--- src/rtl/ghost_mode_scheduler_if.sv ---
// Handshake bundle between the game-tick side, the scheduler and the ghost logic.
// Strobe semantics: tick, level_start, power_pellet, ghost_eaten, ghost_home,
// reverse and score_valid are single-cycle qualifiers sampled on the rising
// edge. There is no back-pressure, so the receiver must take every pulse in
// the cycle it is presented. score_add is meaningful only while score_valid=1.
interface ghost_mode_scheduler_if #(
  parameter int N_GHOSTS = 4
);
  logic                  tick;
  logic                  level_start;
  logic                  power_pellet;
  logic [N_GHOSTS-1:0]   ghost_eaten;
  logic [N_GHOSTS-1:0]   ghost_home;
  logic [N_GHOSTS-1:0]   dispersando;
  logic [N_GHOSTS-1:0]   perseguindo;
  logic [N_GHOSTS-1:0]   assustado;
  logic [N_GHOSTS-1:0]   piscando;
  logic [N_GHOSTS-1:0]   comido;
  logic [N_GHOSTS-1:0]   reverse;
  logic                  score_valid;
  logic [12:0]           score_add;
  // Debug view of the FSMs: phase (0 scatter, 1 chase), 2 bits per ghost.
  logic                  phase_state;
  logic [2*N_GHOSTS-1:0] ghost_state;

  modport master (
    output tick, level_start, power_pellet, ghost_eaten, ghost_home,
    input  dispersando, perseguindo, assustado, piscando, comido, reverse,
    input  score_valid, score_add, phase_state, ghost_state
  );

  modport slave (
    input  tick, level_start, power_pellet, ghost_eaten, ghost_home,
    output dispersando, perseguindo, assustado, piscando, comido, reverse,
    output score_valid, score_add, phase_state, ghost_state
  );
endinterface

--- src/rtl/ghost_mode_scheduler.sv ---
// Scatter/chase wave schedule, frightened timer, per-ghost NORMAL/FRIGHT/EATEN
// tracking, reversal pulses and ghost-eaten scoring. All outputs are registered
// from the next-state values so an input at edge k shows right after edge k.
module ghost_mode_scheduler #(
  parameter int N_GHOSTS      = 4,
  parameter int SCATTER_TICKS = 420,
  parameter int CHASE_TICKS   = 1200,
  parameter int NUM_WAVES     = 4,
  parameter int FRIGHT_TICKS  = 360,
  parameter int FLASH_TICKS   = 120
) (
  input logic                    clk,
  input logic                    reset,
  ghost_mode_scheduler_if.slave  bus
);

  localparam int MAXP = (SCATTER_TICKS > CHASE_TICKS) ? SCATTER_TICKS : CHASE_TICKS;
  localparam int CW   = $clog2(MAXP + 1);
  localparam int FW   = $clog2(FRIGHT_TICKS + 2);
  localparam int WW   = (NUM_WAVES > 1) ? $clog2(NUM_WAVES) : 1;

  localparam logic [CW-1:0] SCATTER_LD = CW'(SCATTER_TICKS);
  localparam logic [CW-1:0] CHASE_LD   = CW'(CHASE_TICKS);
  localparam logic [FW-1:0] FRIGHT_LD  = FW'(FRIGHT_TICKS);
  localparam logic [FW-1:0] FLASH_LD   = FW'(FLASH_TICKS);
  localparam logic [WW-1:0] LAST_WAVE  = WW'(NUM_WAVES - 1);

  typedef enum logic {PH_SCATTER = 1'b0, PH_CHASE = 1'b1} phase_t;
  typedef enum logic [1:0] {G_NORMAL = 2'd0, G_FRIGHT = 2'd1, G_EATEN = 2'd2} ghost_t;

  phase_t        phase_q, phase_d;
  logic [WW-1:0] wave_q, wave_d;
  logic [CW-1:0] pcnt_q, pcnt_d;
  logic [FW-1:0] ftimer_q, ftimer_d;
  logic [1:0]    eat_q, eat_d;
  ghost_t        ghost_q [N_GHOSTS];
  ghost_t        ghost_d [N_GHOSTS];

  logic                phase_change;
  logic                fright_end;
  logic [1:0]          eat_cnt;
  logic [12:0]         score_sum;
  logic                score_any;
  logic [N_GHOSTS-1:0] rev_d, disp_d, pers_d, assus_d, pisc_d, com_d;

  // Phase schedule: counter frozen while frightened, final chase is permanent.
  always_comb begin
    phase_d      = phase_q;
    wave_d       = wave_q;
    pcnt_d       = pcnt_q;
    phase_change = 1'b0;
    if (bus.tick && ftimer_q == '0) begin
      if (!(phase_q == PH_CHASE && wave_q == LAST_WAVE)) begin
        if (pcnt_q == CW'(1)) begin
          phase_change = 1'b1;
          if (phase_q == PH_SCATTER) begin
            phase_d = PH_CHASE;
            pcnt_d  = CHASE_LD;
          end else begin
            phase_d = PH_SCATTER;
            wave_d  = wave_q + WW'(1);
            pcnt_d  = SCATTER_LD;
          end
        end else begin
          pcnt_d = pcnt_q - CW'(1);
        end
      end
    end
  end

  // Fright timer: a pellet always reloads it, so a pellet beats a same-cycle expiry.
  always_comb begin
    fright_end = bus.tick && (ftimer_q == FW'(1)) && !bus.power_pellet;
    ftimer_d   = ftimer_q;
    if (bus.power_pellet)
      ftimer_d = FRIGHT_LD;
    else if (bus.tick && ftimer_q != '0)
      ftimer_d = ftimer_q - FW'(1);
  end

  // Ghost transitions, reversal and scoring; eats resolve lowest index first.
  always_comb begin
    eat_cnt   = eat_q;
    score_sum = '0;
    score_any = 1'b0;
    rev_d     = '0;
    for (int i = 0; i < N_GHOSTS; i++) begin
      ghost_d[i] = ghost_q[i];
      case (ghost_q[i])
        G_NORMAL: begin
          if (phase_change || bus.power_pellet) rev_d[i] = 1'b1;
          if (bus.power_pellet && FRIGHT_TICKS > 0) ghost_d[i] = G_FRIGHT;
        end
        G_FRIGHT: begin
          if (bus.ghost_eaten[i]) begin
            ghost_d[i] = G_EATEN;
            score_sum  = score_sum + (13'd200 << eat_cnt);
            score_any  = 1'b1;
            if (eat_cnt != 2'd3) eat_cnt = eat_cnt + 2'd1;
          end else if (fright_end) begin
            ghost_d[i] = G_NORMAL;
          end
        end
        G_EATEN: begin
          if (bus.ghost_home[i]) ghost_d[i] = G_NORMAL;
        end
        default: ghost_d[i] = G_NORMAL;
      endcase
    end
    // Eats in a pellet cycle use the old count; the pellet then clears it.
    eat_d = bus.power_pellet ? 2'd0 : eat_cnt;
  end

  // Mode outputs derived from the next state so they register in lockstep.
  always_comb begin
    disp_d  = '0;
    pers_d  = '0;
    assus_d = '0;
    pisc_d  = '0;
    com_d   = '0;
    for (int i = 0; i < N_GHOSTS; i++) begin
      disp_d[i]  = (ghost_d[i] == G_NORMAL) && (phase_d == PH_SCATTER);
      pers_d[i]  = (ghost_d[i] == G_NORMAL) && (phase_d == PH_CHASE);
      assus_d[i] = (ghost_d[i] == G_FRIGHT);
      pisc_d[i]  = (ghost_d[i] == G_FRIGHT) && (ftimer_d <= FLASH_LD);
      com_d[i]   = (ghost_d[i] == G_EATEN);
    end
  end

  // Debug view of the FSM state.
  always_comb begin
    bus.phase_state = phase_q;
    bus.ghost_state = '0;
    for (int i = 0; i < N_GHOSTS; i++) bus.ghost_state[2*i +: 2] = ghost_q[i];
  end

  // State and output registers; reset and level_start both restart the level.
  always_ff @(posedge clk) begin
    if (reset || bus.level_start) begin
      phase_q         <= PH_SCATTER;
      wave_q          <= '0;
      pcnt_q          <= SCATTER_LD;
      ftimer_q        <= '0;
      eat_q           <= 2'd0;
      for (int i = 0; i < N_GHOSTS; i++) ghost_q[i] <= G_NORMAL;
      bus.dispersando <= '1;
      bus.perseguindo <= '0;
      bus.assustado   <= '0;
      bus.piscando    <= '0;
      bus.comido      <= '0;
      bus.reverse     <= '0;
      bus.score_valid <= 1'b0;
      bus.score_add   <= '0;
    end else begin
      phase_q         <= phase_d;
      wave_q          <= wave_d;
      pcnt_q          <= pcnt_d;
      ftimer_q        <= ftimer_d;
      eat_q           <= eat_d;
      for (int i = 0; i < N_GHOSTS; i++) ghost_q[i] <= ghost_d[i];
      bus.dispersando <= disp_d;
      bus.perseguindo <= pers_d;
      bus.assustado   <= assus_d;
      bus.piscando    <= pisc_d;
      bus.comido      <= com_d;
      bus.reverse     <= rev_d;
      bus.score_valid <= score_any;
      bus.score_add   <= score_any ? score_sum : 13'd0;
    end
  end

endmodule

--- src/flat_wrapper.sv ---
// flat-port wrapper written by rule: the top's interface ports become plain ports
module ghost_mode_scheduler_flat 
#(
  parameter int N_GHOSTS      = 4,
  parameter int SCATTER_TICKS = 420,
  parameter int CHASE_TICKS   = 1200,
  parameter int NUM_WAVES     = 4,
  parameter int FRIGHT_TICKS  = 360,
  parameter int FLASH_TICKS   = 120
)
  (clk, reset, bus_tick, bus_level_start, bus_power_pellet, bus_ghost_eaten, bus_ghost_home, bus_dispersando, bus_perseguindo, bus_assustado, bus_piscando, bus_comido, bus_reverse, bus_score_valid, bus_score_add, bus_phase_state, bus_ghost_state);
  ghost_mode_scheduler_if #(.N_GHOSTS(N_GHOSTS)) bus_i ();
  input logic clk;
  input logic reset;
  input wire logic [$bits(bus_i.tick)-1:0] bus_tick;
  input wire logic [$bits(bus_i.level_start)-1:0] bus_level_start;
  input wire logic [$bits(bus_i.power_pellet)-1:0] bus_power_pellet;
  input wire logic [$bits(bus_i.ghost_eaten)-1:0] bus_ghost_eaten;
  input wire logic [$bits(bus_i.ghost_home)-1:0] bus_ghost_home;
  output wire logic [$bits(bus_i.dispersando)-1:0] bus_dispersando;
  output wire logic [$bits(bus_i.perseguindo)-1:0] bus_perseguindo;
  output wire logic [$bits(bus_i.assustado)-1:0] bus_assustado;
  output wire logic [$bits(bus_i.piscando)-1:0] bus_piscando;
  output wire logic [$bits(bus_i.comido)-1:0] bus_comido;
  output wire logic [$bits(bus_i.reverse)-1:0] bus_reverse;
  output wire logic [$bits(bus_i.score_valid)-1:0] bus_score_valid;
  output wire logic [$bits(bus_i.score_add)-1:0] bus_score_add;
  output wire logic [$bits(bus_i.phase_state)-1:0] bus_phase_state;
  output wire logic [$bits(bus_i.ghost_state)-1:0] bus_ghost_state;
  assign bus_i.tick = bus_tick;
  assign bus_i.level_start = bus_level_start;
  assign bus_i.power_pellet = bus_power_pellet;
  assign bus_i.ghost_eaten = bus_ghost_eaten;
  assign bus_i.ghost_home = bus_ghost_home;
  assign bus_dispersando = bus_i.dispersando;
  assign bus_perseguindo = bus_i.perseguindo;
  assign bus_assustado = bus_i.assustado;
  assign bus_piscando = bus_i.piscando;
  assign bus_comido = bus_i.comido;
  assign bus_reverse = bus_i.reverse;
  assign bus_score_valid = bus_i.score_valid;
  assign bus_score_add = bus_i.score_add;
  assign bus_phase_state = bus_i.phase_state;
  assign bus_ghost_state = bus_i.ghost_state;
  ghost_mode_scheduler #(.N_GHOSTS(N_GHOSTS), .SCATTER_TICKS(SCATTER_TICKS), .CHASE_TICKS(CHASE_TICKS), .NUM_WAVES(NUM_WAVES), .FRIGHT_TICKS(FRIGHT_TICKS), .FLASH_TICKS(FLASH_TICKS)) u_core (.clk(clk), .reset(reset), .bus(bus_i));
endmodule
--- config.mk ---
export PLATFORM = sky130hd
export DESIGN_NAME = ghost_mode_scheduler_flat
export DESIGN_NICKNAME = d
export VERILOG_FILES = /design/src/rtl/ghost_mode_scheduler_if.sv /design/src/rtl/ghost_mode_scheduler.sv /design/src/flat_wrapper.sv
export SDC_FILE = /design/constraint.sdc
export NUM_CORES = 1
export LEC_CHECK = 0
export CAP_MARGIN = 10
export CORE_MARGIN = 10
export CORE_UTILIZATION = 50
export DETAILED_ROUTE_END_ITERATION = 16
export PLACE_DENSITY = 0.82
export SYNTH_ARGS = -nofsm -noshare
export SYNTH_HDL_FRONTEND = slang
export SYNTH_SLANG_ARGS = --single-unit
export TNS_END_PERCENT = 10
--- constraint.sdc ---
create_clock -name clk -period 8.7 [get_ports clk]
set_input_delay 2.61 -clock clk [delete_from_list [all_inputs] [get_ports clk]]
set_output_delay 2.61 -clock clk [all_outputs]
set_load 0.005 [all_outputs]
==> results of run 1 <==
## per-layer routing
layer / share of wire / vias to the layer above / global-route usage
met5: 0 / - / 0
met4: 0.017 / 0 / 0.0493
met3: 0.065 / 20 / 0.0451
met2: 0.48 / 155 / 0.287
met1: 0.44 / 1826 / 0.218
li1: - / 1981 / -
## state kept, by name, indices dropped and copies added (netlist names), 8 cells and up
register / cells
u_core.pcnt_q: 11
u_core.bus.score_add: 10
u_core.ftimer_q: 9
u_core.ghost_q: 8
## stage by stage
step	instances	worst slack, ns
detailed placement	677	0.372
CTS	693	0.726
finish	693	0.708
global placement	677	0.502
floorplan	533	1.62
global route	693	0.198
## worst min path at each step
stage                      from          endpoint  cells past startpoint
6_report       u_core.wave_q[1]  u_core.wave_q[1]                      2
5_1_grt        u_core.wave_q[1]  u_core.wave_q[1]                      2
4_1_cts        u_core.wave_q[1]  u_core.wave_q[1]                      2
3_5_place_dp   u_core.wave_q[1]  u_core.wave_q[1]                      2
3_3_place_gp   u_core.wave_q[1]  u_core.wave_q[1]                      2
2_1_floorplan  u_core.wave_q[1]  u_core.wave_q[1]                      2
## power by group
part           leakage [nW]  total [mW]  switching, mW  internal [mW]
clock                 0.106       0.296          0.133          0.163
sequential            0.552       0.327        0.00787          0.319
combinational          1.49       0.130         0.0722         0.0575
## logic make-up (layout without fill, tap and decap cells)
logic type | count (synthesis) | in the layout | synth area share
multiplexers | 13 | 13 | 0.0301
AO/OA/AOI/OAI | 115 | 115 | 0.178
AND/OR/NAND/NOR | 205 | 205 | 0.226
other | 1 | 3 | 0.000843
buffers and inverters | 50 | 102 | 0.0560
adder cells (fa/ha/maj) | 51 | 51 | 0.148
XOR/XNOR | 28 | 28 | 0.0551
flip-flops | 68 | 68 | 0.306
## layout make-up
| cell class | instances | share of cell area |
|---|---|---|
| tap | 108 | 0.0257 |
| sequential | 68 | 0.259 |
| clock inverter | 7 | 0.0186 |
| inverter | 27 | 0.0193 |
| timing repair buffer | 59 | 0.111 |
| multi-input combinational | 415 | 0.542 |
| clock buffer | 9 | 0.0236 |
## worst min-delay path, stage by stage (launching register included)
cell	delay, ns
dfxtp_1	0.33
mux2i_1	0.07
nor2_1	0.08
## cell usage in the layout (no fill, tap or decap), types with 7 or more instances in the layout
cell,n
ha_1,48
xor2_1,9
mux2i_1,10
clkbuf_8,9
xnor2_1,19
a21oi_1,24
dfxtp_1,68
nor2_1,91
nand3_1,7
nor4_1,8
clkdlybuf4s50_1,56
a21o_1,7
inv_1,27
nor3_1,28
a211oi_1,20
o21ai_0,20
nand2_1,28
==> summary.md, run 1 <==
| Metric | Value |
|---|---|
| Gp weighted congestion | `about 0.95` |
| Max cap viols | `0` |
| CP required | `around 9 ns` |
| Sequential cell area fraction in the yosys report | `0.306` |
| Final antenna-violating net count | `0` |
| Largest net degree at the start of global routing | `32` |
| Initial core utilization | `0.513` |
| Crit path launch | `bus_ghost_eaten[0]` |
| Mapped Area | `around 4400 µm²` |
| Syn-to-layout area delta | `18.0%` |
| Root buf cell | `clkbuf_8` |
| Avg Cell Area, Syn | `roughly 8.4 µm²` |
| Hold Violations, Final | `0` |
| Endpoints failing setup | `0` |
| Synth top area cells | `dfxtp_1 31%, ha_1 13%, nor2_1 7.7%` |
| Critical-path maximum fanout | `13` |
| Share of cells above drive strength 1 | `0.0564` |
| Crit path capture type | `flop` |
| Worst Hold Class | `flop to flop` |
| Worst r2r src | `u_core.ghost_q[0][1]` |
| All-Layer GR Usage | `0.174` |
| Initial drt markers | `~300` |
| Post-CTS Setup Repair Bufs | `0` |
| Final Max Tran Viols | `0` |
| Critical Path AT | `between 8 and 9 ns` |
| R2r worst-path depth | `23` |
| Clk Latency, worst-skew pair | `0.36 ns` |
| Unrepaired setup endpoints after global routing | `false` |
| Commonest cells in the netlist | `91 x nor2_1, 68 x dfxtp_1, 48 x ha_1` |
| Die Width | `about 110 µm` |
| R2R Setup Slk | `between 2 and 3 ns` |
| Period minus WS final | `roughly 8.0 ns` |
| CTS Buffer Depth | `2` |
| Outcome | `complete, no violations` |
| Worst slew pin tran | `between 0.8 and 0.9 ns` |
| Pwr Density | `approximately 140 nW/µm²` |
| First drt pass iteration count | `7` |
| Netlist cell types | `69` |
| First-pass GRT wire length | `18,800 µm` |
| Relative slew slack | `0.396` |
| Via count of the routed design | `about 4k` |
| Clk slew on worst S/H paths | `~0.08 ns` |
| CP cell instances | `clkdlybuf4s50_1 -> and3b_1 -> o21ai_1 -> inv_1 -> ha_1 -> a21o_1 -> ha_1 -> o21a_1 -> o21ai_0 -> a22oi_1 -> xnor2_1 -> a21oi_1 -> ha_1 -> o41ai_1 -> a2111oi_0 -> a21o_1 -> ha_1 -> or3_1 -> or2_2 -> o221ai_1 -> o2bb2a_1 -> o21ai_0 -> a21bo_2 -> a21oi_1` |
| Top cell type's share of synthesized area | `0.306` |
| Post-Route Setup TNS | `0 ns` |
| Wire per inst | `roughly 16 µm` |
| Die ar. | `13,100 µm²` |
| FF-to-FF End | `u_core.bus.score_add[12]` |
| Post-Syn Instances | `~530` |
| Routed WL | `around 11,000 µm` |
| Yosys reg bits | `about 70` |
| CTS tree | `built` |
| Crit. path cell count | `24` |
| CTS Hold Bufs | `0` |
| Hold WS | `approximately 0.51 ns` |
| Async SR Flop Fraction | `0` |
| Worst path slowest cell | `clkdlybuf4s50_1` |
| Warnings, synthesis | `0` |
| Post-route DRC | `0` |
| Fmax | `roughly 130 MHz` |
| Diode count | `0` |
| Share of the cycle needed by the critical path after routing | `0.919` |
| CP Class | `primary input to flop` |
| CP Launch Type | `primary input` |
| Dominant synthesized flop cell | `dfxtp_1` |
| Leading area contributor after synthesis | `dfxtp_1` |
| DPL Wire Length | `~8600 µm` |
| CP dominant cell by count | `ha_1` |
| Vias in the first global route | `around 3.9k` |
| Die height | `114 µm` |
| Final Core Density | `0.605` |
| Most frequent cell after synthesis | `nor2_1` |
| Fillers | `roughly 740` |
| Number of synthesized flops with an enable pin | `0` |
| Post-CTS sizing | `0` |
| FP Rows | `34` |
| I/O pins | `60` |
| Nets | `644` |
| # port buffers | `between 50 and 60` |
| Clk sinks | `68` |
| GRT overflow | `0` |
| Finished Cell Area | `between 5000 and 6000 µm²` |
| H-tree Lvls | `3` |
| Initial antenna violation count | `0` |
| Total Power | `roughly 750 µW` |
| Leak pwr | `2.15 nW` |
| Max VDD drop | `0.0893 mV` |
| Area of the multi-input gates | `roughly 2800 µm²` |
| Post-DP Area | `~5000 µm²` |
| TritonCTS Buffers | `9` |
| Critical path endpoint | `u_core.bus.score_add[12]` |
| Reg area | `between 1000 and 1500 µm²` |
| DR vias/cell | `5.75` |
| CP delay by family, top | `compound AO/OA/AOI/OAI gates` |
| Core area | `approximately 8700 µm²` |
| Max Clock Skew | `approximately 0.015 ns` |
| Slowest stage delay, CP | `~0.49 ns` |
| Worst path bufs/invs | `2` |
No activity file was read; power rests on OpenSTA's default activity.
==> inputs of run 2 (changes only) <==
==> constraint.sdc (replaced) <==
create_clock -name clk -period 8.7 [get_ports clk]
set_input_delay 1.74 -clock clk [delete_from_list [all_inputs] [get_ports clk]]
set_output_delay 1.74 -clock clk [all_outputs]
set_load 0.005 [all_outputs]
==> run 2 against run 1 <==
Setup slack better by 0.85 ns. Design area shrank 0.57%. Sequential power is essentially flat. Largest cell class unchanged.
==> summary.md, run 2 (same netlist as run 1, synthesis figures left out) <==
| Metric | Value |
|---|---|
| Largest Register | `u_core.pcnt_q` |
| GRT overflow | `0 (unchanged)` |
| All-Layer GR Usage | `0.175 (+0.00104)` |
| Period minus WS final | `7.14 ns (-0.851 ns)` |
| Vias in the first global route | `3,929 (+0.49%)` |
| Psw | `215 µW (+0.98%)` |
| CP Class | `primary input to flop` |
| I/O pins | `60 (unchanged)` |
| Endpoints failing setup | `0 (unchanged)` |
| Clk slew on worst S/H paths | `0.08 ns (about the same)` |
| Part of the power in registers | `0.451 (+0.016)` |
| Nets | `643 (-0.16%)` |
| Largest registers | `u_core.pcnt_q (11), u_core.bus.score_add (10), u_core.ftimer_q (9)` |
| Power Internal | `510 µW (-5.5%)` |
| Post-route DRC | `0 (unchanged)` |
| Diode count | `0 (unchanged)` |
| Initial core utilization | `0.513 (unchanged)` |
| Worst slew pin tran | `1.02 ns (+0.127 ns)` |
| H-tree Lvls | `3 (unchanged)` |
| Crit path capture type | `flop` |
| Core area | `8680 µm² (unchanged)` |
| Final Max Tran Viols | `0 (unchanged)` |
| # port buffers | `56 (unchanged)` |
| Pre-CTS setup slack | `1.23 ns (+0.853 ns)` |
| Setup ws final | `1.56 ns (+0.851 ns)` |
| Reg area | `1360 µm² (unchanged)` |
| Commonest non-fill, non-tap cells in the layout | `91 x nor2_1, 68 x dfxtp_1, 56 x clkdlybuf4s50_1, 48 x ha_1` |
| Clk Latency, worst-skew pair | `0.36 ns (about the same)` |
| Initial drt markers | `284 (-3.4%)` |
| Critical-path maximum fanout | `13 (unchanged)` |
| Pwr Density | `139 nW/µm² (-3.1%)` |
| Post-CTS Setup Repair Bufs | `0 (unchanged)` |
| Combinational power share | `0.178 (+0.006)` |
| CP Launch Type | `primary input` |
| Post-CTS sizing | `0 (unchanged)` |
| DPL Wire Length | `8640 µm (+0.51%)` |
| Largest net degree at the start of global routing | `32 (unchanged)` |
| CTS Hold Bufs | `0 (unchanged)` |
| R2R Setup Slk | `2.90 ns (about the same)` |
| First-pass GRT wire length | `18,900 µm (+0.55%)` |
| Fmax | `140 MHz (+12%)` |
| Switch share | `0.297 (+0.0137)` |
| FP Rows | `34 (unchanged)` |
| Initial antenna violation count | `0 (unchanged)` |
| Max FFs per register | `11 (unchanged)` |
| Worst Hold Class | `flop to flop` |
| Share of the cycle needed by the critical path after routing | `0.821 (-0.0978)` |
| Die height | `114 µm (unchanged)` |
| Relative slew slack | `0.316 (-0.0802)` |
| Hold Violations, Final | `0 (unchanged)` |
| Gp weighted congestion | `0.945 (-0.20%)` |
| Area of the multi-input gates | `2850 µm² (unchanged)` |
| Die Width | `114 µm (unchanged)` |
| Critical Path AT | `7.43 ns (-0.86 ns)` |
| Wire per inst | `16.4 µm (+0.36%)` |
| DR vias/cell | `5.80 (+1.0%)` |
| Unrepaired setup endpoints after global routing | `false` |
| Commonest non-fill, non-tap cell in the layout | `nor2_1` |
| Leak pwr | `2.13 nW (-0.87%)` |
| Syn-to-layout area delta | `17.3%` |
| Max VDD drop | `0.0853 mV (-4.5%)` |
| Clk sinks | `68 (unchanged)` |
| CTS tree | `built` |
| Final Core Density | `0.601 (-0.00346)` |
| Root buf cell | `clkbuf_8` |
| Fillers | `758 (+2.8%)` |
| Post-Route Setup TNS | `0 ns (unchanged)` |
| Max cap viols | `0 (unchanged)` |
| First drt pass iteration count | `5 (-2)` |
| CTS Buffer Depth | `2 (unchanged)` |
| Die ar. | `13,100 µm² (unchanged)` |
| TritonCTS Buffers | `9 (unchanged)` |
| Routed WL | `11,300 µm (+0.21%)` |
| CP required | `8.99 ns (about the same)` |
| Clk network pwr share | `0.370 (-0.023)` |
| Max Clock Skew | `0.0103 ns (-0.00450 ns)` |
| Final antenna-violating net count | `0 (unchanged)` |
| Total Power | `725 µW (-3.7%)` |
| Share of cells above drive strength 1 | `0.0548 (-0.00162)` |
| Via count of the routed design | `4,017 (+0.88%)` |
| Outcome | `complete, no violations` |
## run 2: changes by cell type in the layout (fill, tap and decap cells not counted), sizes merged
cell	previous run	this run
clkinvlp	2	3
inv	29	28
clkinv	1	2
buf	3	2
bufinv	2	1
## run 2: routing by layer
layer,global-route usage,wire [µm]
met4,0.0677,244
met2,0.292,5500
met3,0.0451,658
met5,0,0
met1,0.209,4940
## run 2: area by class of cell
type,count,area share
Multi-Input combinational cell,415,0.545
Sequential cell,68,0.261
Timing Repair Buffer,58,0.110
Tap cell,108,0.0259
Clock buffer,9,0.0237
Inverter,27,0.0194
Clock inverter,7,0.0144
## run 2: worst max-delay path, stage by stage
cell             delay (ns)
clkdlybuf4s50_1        0.49
and3b_1                0.33
o21ai_1                0.42
inv_1                  0.16
ha_1                   0.23
a21o_1                 0.16
ha_1                   0.32
o21a_1                 0.12
o21ai_0                0.20
a22oi_1                0.14
xnor2_1                0.14
a21oi_1                0.25
ha_1                   0.34
o41ai_1                0.36
a2111oi_0              0.12
a21o_1                 0.22
ha_1                   0.22
or3_1                  0.34
or2_2                  0.29
o221ai_1               0.22
o2bb2a_1               0.22
o21ai_0                0.08
a21bo_2                0.22
a21oi_1                0.11
## run 2: per-stage QoR
| stage | instances | cell area, µm² | hold WS (ns) |
|---|---|---|---|
| finish | 692 | 5220 | 0.523 |
| detailed placement | 676 | 5020 | 0.513 |
| floorplan | 533 | 4460 | 0.468 |
| global route | 692 | 5220 | 0.562 |
| CTS | 692 | 5220 | 0.531 |
| global placement | 676 | 5020 | 0.481 |
## run 2: path summary, 6_finish.rpt
path,end,startpoint,cells past startpoint
setup / recovery,u_core.bus.score_add[12],bus_ghost_eaten[0],24
hold / removal,u_core.wave_q[1],u_core.wave_q[1],2
setup reg to reg,u_core.bus.score_add[12],u_core.ghost_q[0][1],23
hold reg to reg,u_core.wave_q[1],u_core.wave_q[1],2
## run 2: power groups by stage
stage	combinational (mW)	sequential [mW]	clock, mW
2_1_floorplan	0.0930	0.332	0
3_3_place_gp	0.123	0.334	0
3_5_place_dp	0.127	0.334	0
4_1_cts	0.128	0.327	0.273
5_1_grt	0.144	0.328	0.282
6_report	0.129	0.327	0.268
==> variant (flow settings as in run 1) <==
`NUM_WAVES` is set to 4 in 2 places; all go to 2.
--- a/src/rtl/ghost_mode_scheduler.sv
+++ b/src/rtl/ghost_mode_scheduler.sv
@@ -7,3 +7,3 @@
   parameter int CHASE_TICKS   = 1200,
-  parameter int NUM_WAVES     = 4,
+  parameter int NUM_WAVES     = 2,
   parameter int FRIGHT_TICKS  = 360,
--- a/src/flat_wrapper.sv
+++ b/src/flat_wrapper.sv
@@ -6,3 +6,3 @@
   parameter int CHASE_TICKS   = 1200,
-  parameter int NUM_WAVES     = 4,
+  parameter int NUM_WAVES     = 2,
   parameter int FRIGHT_TICKS  = 360,
Behaviour: no difference found for any inputs over 4 cycles, from zero or initial values; that may be too few to reach the edited logic, so the function may still have changed.
==> variant against run 1 <==
Count of clock-buffer cells in the layout stayed put. Total power decreased by 4.3%. Largest cell class unchanged. Sequential cell count down 1. Setup slack gained 0.036 ns. Cell area shrank 1.6%. Sequential share of layout area about the same. Highest routed layer unchanged. Synthesized area is 2.2% lower. Routed wire length fell by 2.6%.
==> variant: results (changes against run 1) <==
metric,value,unit,change
status,completed,,
synth_mux_area_share,3.11,%,+0.096 points
cpMaxStageDelayCell,or4_1,,
nMultiInputCombCells,412,,-0.72%
worstPathArrival,8.16,ns,-0.13 ns
nFillCells,717,,-2.7%
chipWidth,113,um,-0.91%
ys_seq_area_share,30.8,%,+0.23 points
buf_share,11.0,%,-0.11 points
place_hpwl,8590,um,-0.16%
grt_pass1_vias,3885,,-0.64%
place_inst,672,,-0.74%
synthAdderAreaFrac,14.9,%,+0.045 points
netlist_top_cells_count,"nor2_1, dfxtp_1, ha_1, nand2_1, a21oi_1",,
num_vias,3959,,-0.58%
p_leak,2.20,nW,+2.0%
peakVddDrop,0.0919,mV,+2.9%
critPathMaxFanout,12,,-1
cts.sinks,67,,-1.5%
nets,641,,-0.47%
grt_max_degree,27,,-16%
vias_per_cell,5.75,,+0.14%
drtPass1Iterations,5,,-2
dpl_cell_area,4960,um2,-1.4%
synth-xor-area-share,4.23,%,-1.3 points
[variant: metal layers]
layer / vias up / routed length [um] / GRT usage (%)
met5: - / 0 / 0
met4: 0 / 142 / 4.65
met3: 11 / 750 / 4.44
met2: 129 / 5120 / 28.2
met1: 1858 / 5020 / 21.4
li1: 1961 / - / -
[variant: cell families (layout without fill, tap and decap cells)]
kind of cell | Yosys count | in the layout
XOR/XNOR | 21 | 21
AO/OA/AOI/OAI | 118 | 118
adder cells (fa/ha/maj) | 50 | 50
AND/OR/NAND/NOR | 207 | 207
buffers and inverters | 54 | 104
other | 1 | 3
flip-flops | 67 | 67
multiplexers | 13 | 13
[variant: through the flow]
step / setup WS (ns) / hold WS (ns) / total power [mW]
global placement: 0.628 / 0.462 / 0.447
finish: 0.743 / 0.498 / 0.720
global route: 0.313 / 0.534 / 0.754
detailed placement: 0.438 / 0.482 / 0.452
floorplan: 1.52 / 0.453 / 0.414
CTS: 0.801 / 0.495 / 0.724
[variant: path summary, 6_finish.rpt]
| kind | to | slack, ns | cells after the start | startpoint |
|---|---|---|---|---|
| max | u_core.bus.score_add[11]$_SDFF_PP0_ | 0.74 | 23 | bus_ghost_eaten[0] |
| min reg2reg | u_core.wave_q$_SDFFE_PP0P_ | 0.50 | 2 | u_core.wave_q$_SDFFE_PP0P_ |
| min | u_core.wave_q$_SDFFE_PP0P_ | 0.50 | 2 | u_core.wave_q$_SDFFE_PP0P_ |
| max reg2reg | u_core.bus.score_add[11]$_SDFF_PP0_ | 2.96 | 22 | u_core.ghost_q[0][1]$_SDFF_PP0_ |
[variant: worst min-delay path, cell delays in order (launching register included)]
cell     delay, ns
dfxtp_1       0.35
inv_1         0.06
a21oi_1       0.05
